==> src/rtl/common.sv <==
`default_nettype none
// ============================================================================
// Module      : common (package)
// Description : Machine-wide base types shared by every pipeline stage.
//               creg_addr_t - architectural register index (x0..x31)
//               word_t      - 64-bit datapath word
// Revision    : 1.0 - initial release
// ============================================================================
package common;
    localparam int c_num_cregs = 32;
    localparam int c_xlen      = 64;

    typedef logic [$clog2(c_num_cregs)-1:0] creg_addr_t;
    typedef logic [c_xlen-1:0]              word_t;
endpackage
`default_nettype wire

==> src/rtl/pipes.sv <==
`default_nettype none
// ============================================================================
// Module      : pipes (package)
// Description : Types shared between pipeline stages.
//               busy_vec_t - one in-flight-producer bit per architectural reg
// Revision    : 1.0 - initial release
// ============================================================================
package pipes;
    import common::*;

    typedef logic [c_num_cregs-1:0] busy_vec_t;
endpackage
`default_nettype wire

==> src/rtl/regfile_sb.sv <==
`default_nettype none
// ============================================================================
// Module      : regfile_sb
// Description : 32 x 64-bit integer register file with two combinational read
//               ports, one writeback port, optional write-to-read forwarding
//               and an inline busy-bit scoreboard for decode-stage hazards.
//
// Ports
//   clk          in   clock, all state updates on rising edge
//   resetn       in   asynchronous active-low reset (clears regs and busy)
//   ra1, ra2     in   decode read addresses
//   rd1, rd2     out  read data (x0 reads 0, forwarded when BYPASS=1)
//   busy1, busy2 out  read address has an outstanding in-flight producer
//   wvalid       in   writeback enable
//   wa, wd       in   writeback destination / data
//   issue_valid  in   decode issues an instruction writing issue_dst
//   issue_dst    in   destination of the issued instruction
//   flush        in   clears every busy bit (register contents kept)
//
// Parameters
//   BYPASS       1 = same-cycle writeback forwarded to reads, 0 = stored only
//
// Revision    : 1.0 - initial release
// ============================================================================
module regfile_sb
    import common::*;
    import pipes::*;
#(
    parameter bit BYPASS = 1'b1
) (
    input  logic       clk,
    input  logic       resetn,
    input  creg_addr_t ra1,
    input  creg_addr_t ra2,
    output word_t      rd1,
    output word_t      rd2,
    output logic       busy1,
    output logic       busy2,
    input  logic       wvalid,
    input  creg_addr_t wa,
    input  word_t      wd,
    input  logic       issue_valid,
    input  creg_addr_t issue_dst,
    input  logic       flush
);

    word_t     r_regs [c_num_cregs];
    busy_vec_t r_busy;
    busy_vec_t w_busy_next;
    logic      w_fwd1;
    logic      w_fwd2;

    // Clear first, then set: an instruction issuing to the register that is
    // retiring this cycle is the newer producer and must keep it busy.
    always_comb begin
        w_busy_next = r_busy;
        if (wvalid) begin
            w_busy_next[wa] = 1'b0;
        end
        if (issue_valid && (issue_dst != '0)) begin
            w_busy_next[issue_dst] = 1'b1;
        end
    end

    always_ff @(posedge clk or negedge resetn) begin
        if (!resetn) begin
            for (int i = 0; i < c_num_cregs; i++) begin
                r_regs[i] <= '0;
            end
            r_busy <= '0;
        end else begin
            // Writes commit regardless of flush; x0 is never stored.
            if (wvalid && (wa != '0)) begin
                r_regs[wa] <= wd;
            end
            r_busy <= flush ? '0 : w_busy_next;
        end
    end

    // A producer completing this cycle both supplies the data and releases
    // the stall, so forwarding and busy suppression share one match term.
    assign w_fwd1 = BYPASS && wvalid && (wa == ra1);
    assign w_fwd2 = BYPASS && wvalid && (wa == ra2);

    always_comb begin
        rd1 = '0;
        if (ra1 != '0) begin
            rd1 = w_fwd1 ? wd : r_regs[ra1];
        end
    end

    always_comb begin
        rd2 = '0;
        if (ra2 != '0) begin
            rd2 = w_fwd2 ? wd : r_regs[ra2];
        end
    end

    assign busy1 = (ra1 != '0) && r_busy[ra1] && !w_fwd1;
    assign busy2 = (ra2 != '0) && r_busy[ra2] && !w_fwd2;

endmodule
`default_nettype wire

==> config.mk <==
export PLATFORM = sky130hd
export DESIGN_NAME = regfile_sb
export DESIGN_NICKNAME = d
export VERILOG_FILES = /design/src/rtl/common.sv /design/src/rtl/pipes.sv /design/src/rtl/regfile_sb.sv
export SDC_FILE = /design/constraint.sdc
export NUM_CORES = 2
export LEC_CHECK = 0
export CAP_MARGIN = 20
export CORE_ASPECT_RATIO = 0.75
export CORE_MARGIN = 10
export CORE_UTILIZATION = 35
export DETAILED_ROUTE_END_ITERATION = 10
export PLACE_DENSITY = 0.55
export SYNTH_ARGS = -nofsm -noshare
export SYNTH_HDL_FRONTEND = slang
export SYNTH_SLANG_ARGS = --single-unit
export TNS_END_PERCENT = 10
==> constraint.sdc <==
create_clock -name clk -period 3 [get_ports clk]
set_input_delay 0.45 -clock clk [delete_from_list [all_inputs] [get_ports clk]]
set_output_delay 0.45 -clock clk [all_outputs]
set_load 0.1 [all_outputs]
=== After elaboration in Yosys (flattened, before gate mapping) ===
Cells that the tools add are included.

* Register bits: 2080
* Output and inout bits: 130
* Logic and storage cells: 92

* Order comparisons: 10
* Eq/ne operators: 2
* Muxes and demuxes: 24
* Bitwise operators: 6
* Reductions and logical operators: 17

{| class="wikitable"
|+ Operators with widths
! kind !! number
|-
| bitwise mux 2048 bit || 1
|-
| binary-select mux 64 bit (select 5 bit) || 2
|-
| two-way mux 64 bit || 9
|-
| demux 64 bit (select 5 bit) || 1
|-
| two-way mux 32 bit || 3
|-
| bitwise AND 32 bit || 1
|-
| NOT 32 bit || 1
|-
| bitwise OR 32 bit || 1
|-
| < comparator 5 x 6 -> 1 bit, second input constant || 4
|-
| nonzero test 5 bit || 4
|-
| greater-or-equal comparator 6 bit, second input constant || 3
|-
| NOT 5 -> 6 bit || 3
|-
| logical AND 1 bit || 11
|-
| binary-select mux 1 bit (select 5 bit) || 2
|-
| demux 1 bit (select 5 bit) || 2
|-
| == test 5 bit || 2
|-
| greater-or-equal comparator 5 x 1 -> 1 bit, second input constant || 2
|-
| < comparator 6 x 1 -> 1 bit, second input constant || 1
|-
| two-way mux 1 bit || 4
|-
| zero test 1 bit || 2
|}

=== Logic depth before layout (Yosys ltp) ===
* Word-level depth: 10
* Depth in mapped cells: 10
* Depth with buffers taken out: 5

=== Worst setup path after synthesis ===
OpenSTA, ideal clock, no wires.

* Kind: input port to output port
* Start point: in ra2[0]
* End point: out rd2[54]
* Data arrival time: 3.361 ns
* Path slack: -0.811 ns
* Cell stages on the path: 10
* Path buffers: 5
* Cells stage by stage: buf_2 buf_6 buf_6 buf_4 buf_6 mux2i_1 o22ai_1 o21ai_0 o21a_1 a31oi_1

* Cells in the longest elaborated chain, start to end: 6
* Elaborated cells between the ends (all ways): 9
* Classes of those cells: eq/ne (1); mux (5); bitwise (1); reduce/logical (2)

{| class="wikitable"
|+ Ends and longest elaborated chain
! item !! RTL line !! RTL
|-
| start, declared || regfile_sb.sv:34 || <nowiki>input creg_addr_t ra2,</nowiki>
|-
| NOT 5 -> 6 bit (implied by the code) || regfile_sb.sv:95 || <nowiki>rd2 = w_fwd2 ? wd : r_regs[ra2];</nowiki>
|-
| binary-select mux 64 bit (select 5 bit) || regfile_sb.sv:95 ||
|-
| two-way mux 64 bit (implied by the code) (2 in a row) || regfile_sb.sv:95 ||
|-
| two-way mux 64 bit || regfile_sb.sv:95 ||
|-
| two-way mux 64 bit (*) || regfile_sb.sv:94 || <nowiki>if (ra2 != '0) begin</nowiki>
|-
| end, declared || regfile_sb.sv:36 || <nowiki>output word_t rd2,</nowiki>
|}

Mark *: on every way between the ends. The rest lies on a longest branch, timed or not. The select of a mux whose other input is x is not followed.

=== Worst setup path in the final report ===
* Start point: reg r_regs[1271] in the netlist's numbering
* End point: out rd2[55]

* Cells in the longest elaborated chain, start to end: 5

{| class="wikitable"
|+ Ends and longest elaborated chain
! item !! RTL line !! RTL
|-
| start, declared || regfile_sb.sv:47 || <nowiki>word_t r_regs [c_num_cregs];</nowiki>
|-
| start signal, assigned by index || regfile_sb.sv:74 || <nowiki>r_regs[wa] <= wd;</nowiki>
|-
| binary-select mux 64 bit (select 5 bit) || regfile_sb.sv:95 ||
|-
| two-way mux 64 bit (implied by the code) (2 in a row) || regfile_sb.sv:95 ||
|-
| two-way mux 64 bit || regfile_sb.sv:95 ||
|-
| two-way mux 64 bit || regfile_sb.sv:94 ||
|}

No other way between the ends. The select of a mux whose other input is x is not followed.

==> flow_summary.yaml <==
clocking:
  cts_tree: "done"
  clockRootBuffer: "clkbuf_16"
  cts_buffers: 225
  clock_latency_ns: 0.91
  clk_pin_slew_ns: 0.06
  cts_max_level: 4
  clock_sinks: 2080
  clockBufferDepth: 4
synth:
  synth_compound_area_frac: 0.0562
  yosysSeqAreaShare: 0.469
  syn_avg_cell_area_um2: 14.4
  synthArstFlopShare: 1.00
  synth_ff_type: "dfrtp_1"
  synth_top_family_by_area: "multiplexers"
  syn_inst: 7727
  synth_fa_ha_area_frac: 0
  yosys.area_share.simple: 0.0228
  syn_area_um2: 111000
  ys_warn_count: 0
  synth_cell_types: 65
  synth-seq-cells: 2080
  syn-num-nets: 7816
  synth-edff-count: 0
  synthMuxAreaShare: 0.414
  synthXorXnorAreaFrac: 0.000789
worst_setup_path:
  required_ns: 2.55
  max_stage_delay_ns: 0.53
  crit_type: "reg2out"
  end_kind: "primary output"
  critPathMaxFanout: 3
  crit_chain: "mux4_2, mux4_2, nor3_4, nor2_2, buf_12"
  critPathLaunchType: "register"
  arrival_ns: 2.82
  cpMaxStageDelayCell: "mux4_2"
  crit_path_frequent_cell: "mux4_2"
route:
  first_iter_violations: 7749
  route.vias.total: 76900
  ant_nets: 0
  routed_wirelength_mm: 408
  via_per_inst: 6.10
  first_pass_iters: 6
  route.detailed.drc: 0
  wl_per_cell_um: 32.4
pwr:
  power.static_leakage_nw: 59.0
  switchingPower_mw: 26.0
  seqPwrFrac: 0.424
  power_frac_comb: 0.242
  clkPwrFrac: 0.334
  sw_frac_of_total: 0.295
  ir_worst_vdd_mv: 0.693
  p_int_mw: 61.9
  power_density_nw_per_um2: 644
sta:
  max_freq_mhz: 306
  fin_crit_sh: 1.09
  rsz0062_at_grt: "yes"
  period_needed_ns: 3.27
  finalSetupViolCount: 125
  hold_slack_ns: 0.356
  fin_skew_ns: 0
  tightestPinTransition_ns: 1.12
  layout_setup_ws_ns: -0.268
  relSlewSlack: 0.254
  hold_violations: 0
  report.final.slew_viol_count: 0
  final.setup.tns_ns: -14.83
worst_hold_path:
  min_path_type: "in2async"
grt:
  grt_pass1_wl_mm: 591
  grt_usage: 0.233
  grt_start_max_net_pins: 178
  grt.met1_usage: 0.326
  antenna_found_initial: 20
  overflow: 0
  use_met3: 0.0520
  grt_busiest_layer: "met2"
  grtUsageMet2: 0.354
  grt_pass1_vias: 80500
floorplan:
  core_um2: 315000
  start_util: 0.353
  die_w_um: 670
  fp.dieArea_um2: 340000
  row_count: 178
  io_pins: 219
  die_h_um: 508
finish:
  nets: 8294
  drive_above_1_share: 0.549
  area_growth_syn_to_layout_pct: 23.1
  final_cell_area_um2: 137000
  final_core_util: 0.434
placement:
  dp_slack_ns: -0.685
  gp_congestion: 0.857
  port_buffers: 218
  placed_area_um2: 127000
  dp_hpwl_mm: 273
run:
  maxCapViolCount: 0
status:
  status: "finished, violations left"
  violations: "negative setup slack"
## worst max-delay path: cells and delay by family, from the launching register on
| family | cells | cell delay, ns |
|---|---|---|
| buffers and inverters | 1 | 0.18 |
| and+or+nand+nor | 2 | 0.31 |
| DFF | 1 | 0.41 |
| muxes | 2 | 1.00 |
## Yosys cell counts (10+ instances only)
| cell | count | area share |
|---|---|---|
| dfrtp_1 | 2080 | 0.47 |
| mux2_2 | 1981 | 0.20 |
| mux4_2 | 834 | 0.17 |
| clkbuf_1 | 474 | 0.016 |
| mux2i_1 | 462 | 0.042 |
| buf_2 | 359 | 0.016 |
| o21ai_0 | 214 | 0.0097 |
| a221oi_1 | 182 | 0.014 |
| nand2_1 | 173 | 0.0059 |
| o22ai_1 | 160 | 0.0090 |
| nor2_1 | 120 | 0.0041 |
| nand3_1 | 119 | 0.0054 |
| a21oi_1 | 55 | 0.0025 |
| a211oi_1 | 53 | 0.0036 |
| a32o_1 | 50 | 0.0045 |
| a22o_1 | 43 | 0.0034 |
| buf_4 | 40 | 0.0027 |
| a22oi_1 | 37 | 0.0025 |
| nor2b_1 | 30 | 0.0017 |
| buf_1 | 28 | 0.00095 |
| mux2_1 | 18 | 0.0018 |
| a2111oi_0 | 16 | 0.0013 |
| nand4_1 | 16 | 0.00090 |
| nor2_2 | 12 | 0.00068 |
| nor3_1 | 12 | 0.00054 |
| buf_6 | 10 | 0.0010 |
| xnor2_1 | 10 | 0.00079 |
## logic make-up (layout without fill, tap and decap cells)
logic type | Yosys count | count (layout)
and+or+nand+nor | 542 | 542
DFF | 2080 | 2080
muxes | 3295 | 3295
xor gates and xnor gates | 10 | 10
AOI/OAI and AO/OA | 882 | 882
other | 0 | 6
buffers and inverters | 918 | 1571
## through the flow
stage / power, mW / instances
global placement: 57.4 / 12200
detailed placement: 58.3 / 12200
CTS: 88.2 / 12600
finish: 87.9 / 12600
floorplan: 50.4 / 7727
global route: 91.4 / 12600
## final cells by class
class	instances	area, um^2
Fill cell	28000	178000
Multi-Input combinational cell	4729	56500
Sequential cell	2080	52000
Timing Repair Buffer	1163	15100
Clock buffer	331	6660
Tap cell	4230	5290
Clock inverter	71	933
Inverter	6	40.0
Antenna cell	6	15.0
## path summary, 6_finish.rpt
kind / startpoint / endpoint / slack (ns) / depth (start not counted)
max in group asynchronous: resetn / r_regs[1669] / 1.45 / 3
hold / removal: resetn / r_regs[368] / 0.36 / 3
setup reg to reg: r_regs[1201] / r_regs[1201] / 2.07 / 2
setup / recovery: r_regs[1271] / rd2[55] / -0.27 / 5
min in group clk: wd[33] / r_regs[1953] / 0.36 / 2
hold reg to reg: r_regs[2033] / r_regs[2033] / 0.39 / 0
## registers in the layout (all words and copies together) (netlist names)
name and count:
r_busy 32, r_regs 2048
## layout by cell type (no fill, tap or decap), types with 17 or more instances in the layout
master / netlist / layout
dfrtp_1: 2080 / 2080
mux2_2: 1981 / 1980
mux4_2: 834 / 834
buf_4: 40 / 570
buf_12: 0 / 458
mux2i_1: 462 / 444
clkbuf_16: 0 / 228
a221oi_1: 182 / 176
nand2_1: 173 / 148
o22ai_1: 160 / 141
nor2_1: 120 / 106
nand3_1: 119 / 77
o21ai_0: 214 / 76
clkdlybuf4s50_1: 0 / 74
o21ai_1: 4 / 71
o21ai_2: 1 / 68
clkbuf_8: 0 / 57
a211oi_1: 53 / 49
clkbuf_1: 474 / 46
a32o_2: 0 / 40
buf_6: 10 / 39
nand3_2: 0 / 38
clkinv_2: 0 / 37
a22o_1: 43 / 36
a21oi_1: 55 / 32
a22oi_1: 37 / 30
nor2b_1: 30 / 26
bufinv_16: 0 / 21
nor2_4: 0 / 20
nand2_4: 0 / 18
mux2_1: 18 / 18
o22ai_2: 0 / 17
## power by group through the flow
stage / clock network (mW) / logic (mW) / registers, mW
finish: 29.3 / 21.3 / 37.3
CTS: 29.9 / 21.2 / 37.1
global route: 31.0 / 22.5 / 37.9
global placement: 0 / 20.3 / 37.1
detailed placement: 0 / 20.7 / 37.6
floorplan: 0 / 14.3 / 36.2
## routing by layer
metal  vias to the layer above  wire length (um)  share of wire
met4                         4             17200          0.042
met3                       846             32900          0.081
met1                     41700            177000           0.43
met2                      3423            181000           0.44
met5                         -                29       0.000071
li1                      30900                 -              -
## what timing repair did
action	in CTS	in global routing
gates resized for setup	371	125
buffers inserted	13	2
hold buffers	1	0
pin swaps	107	66
gates cloned	1	0
endpoints found under the setup margin	130	130
hold endpoints to repair	592	0
Power figures use the tool's default switching activity.
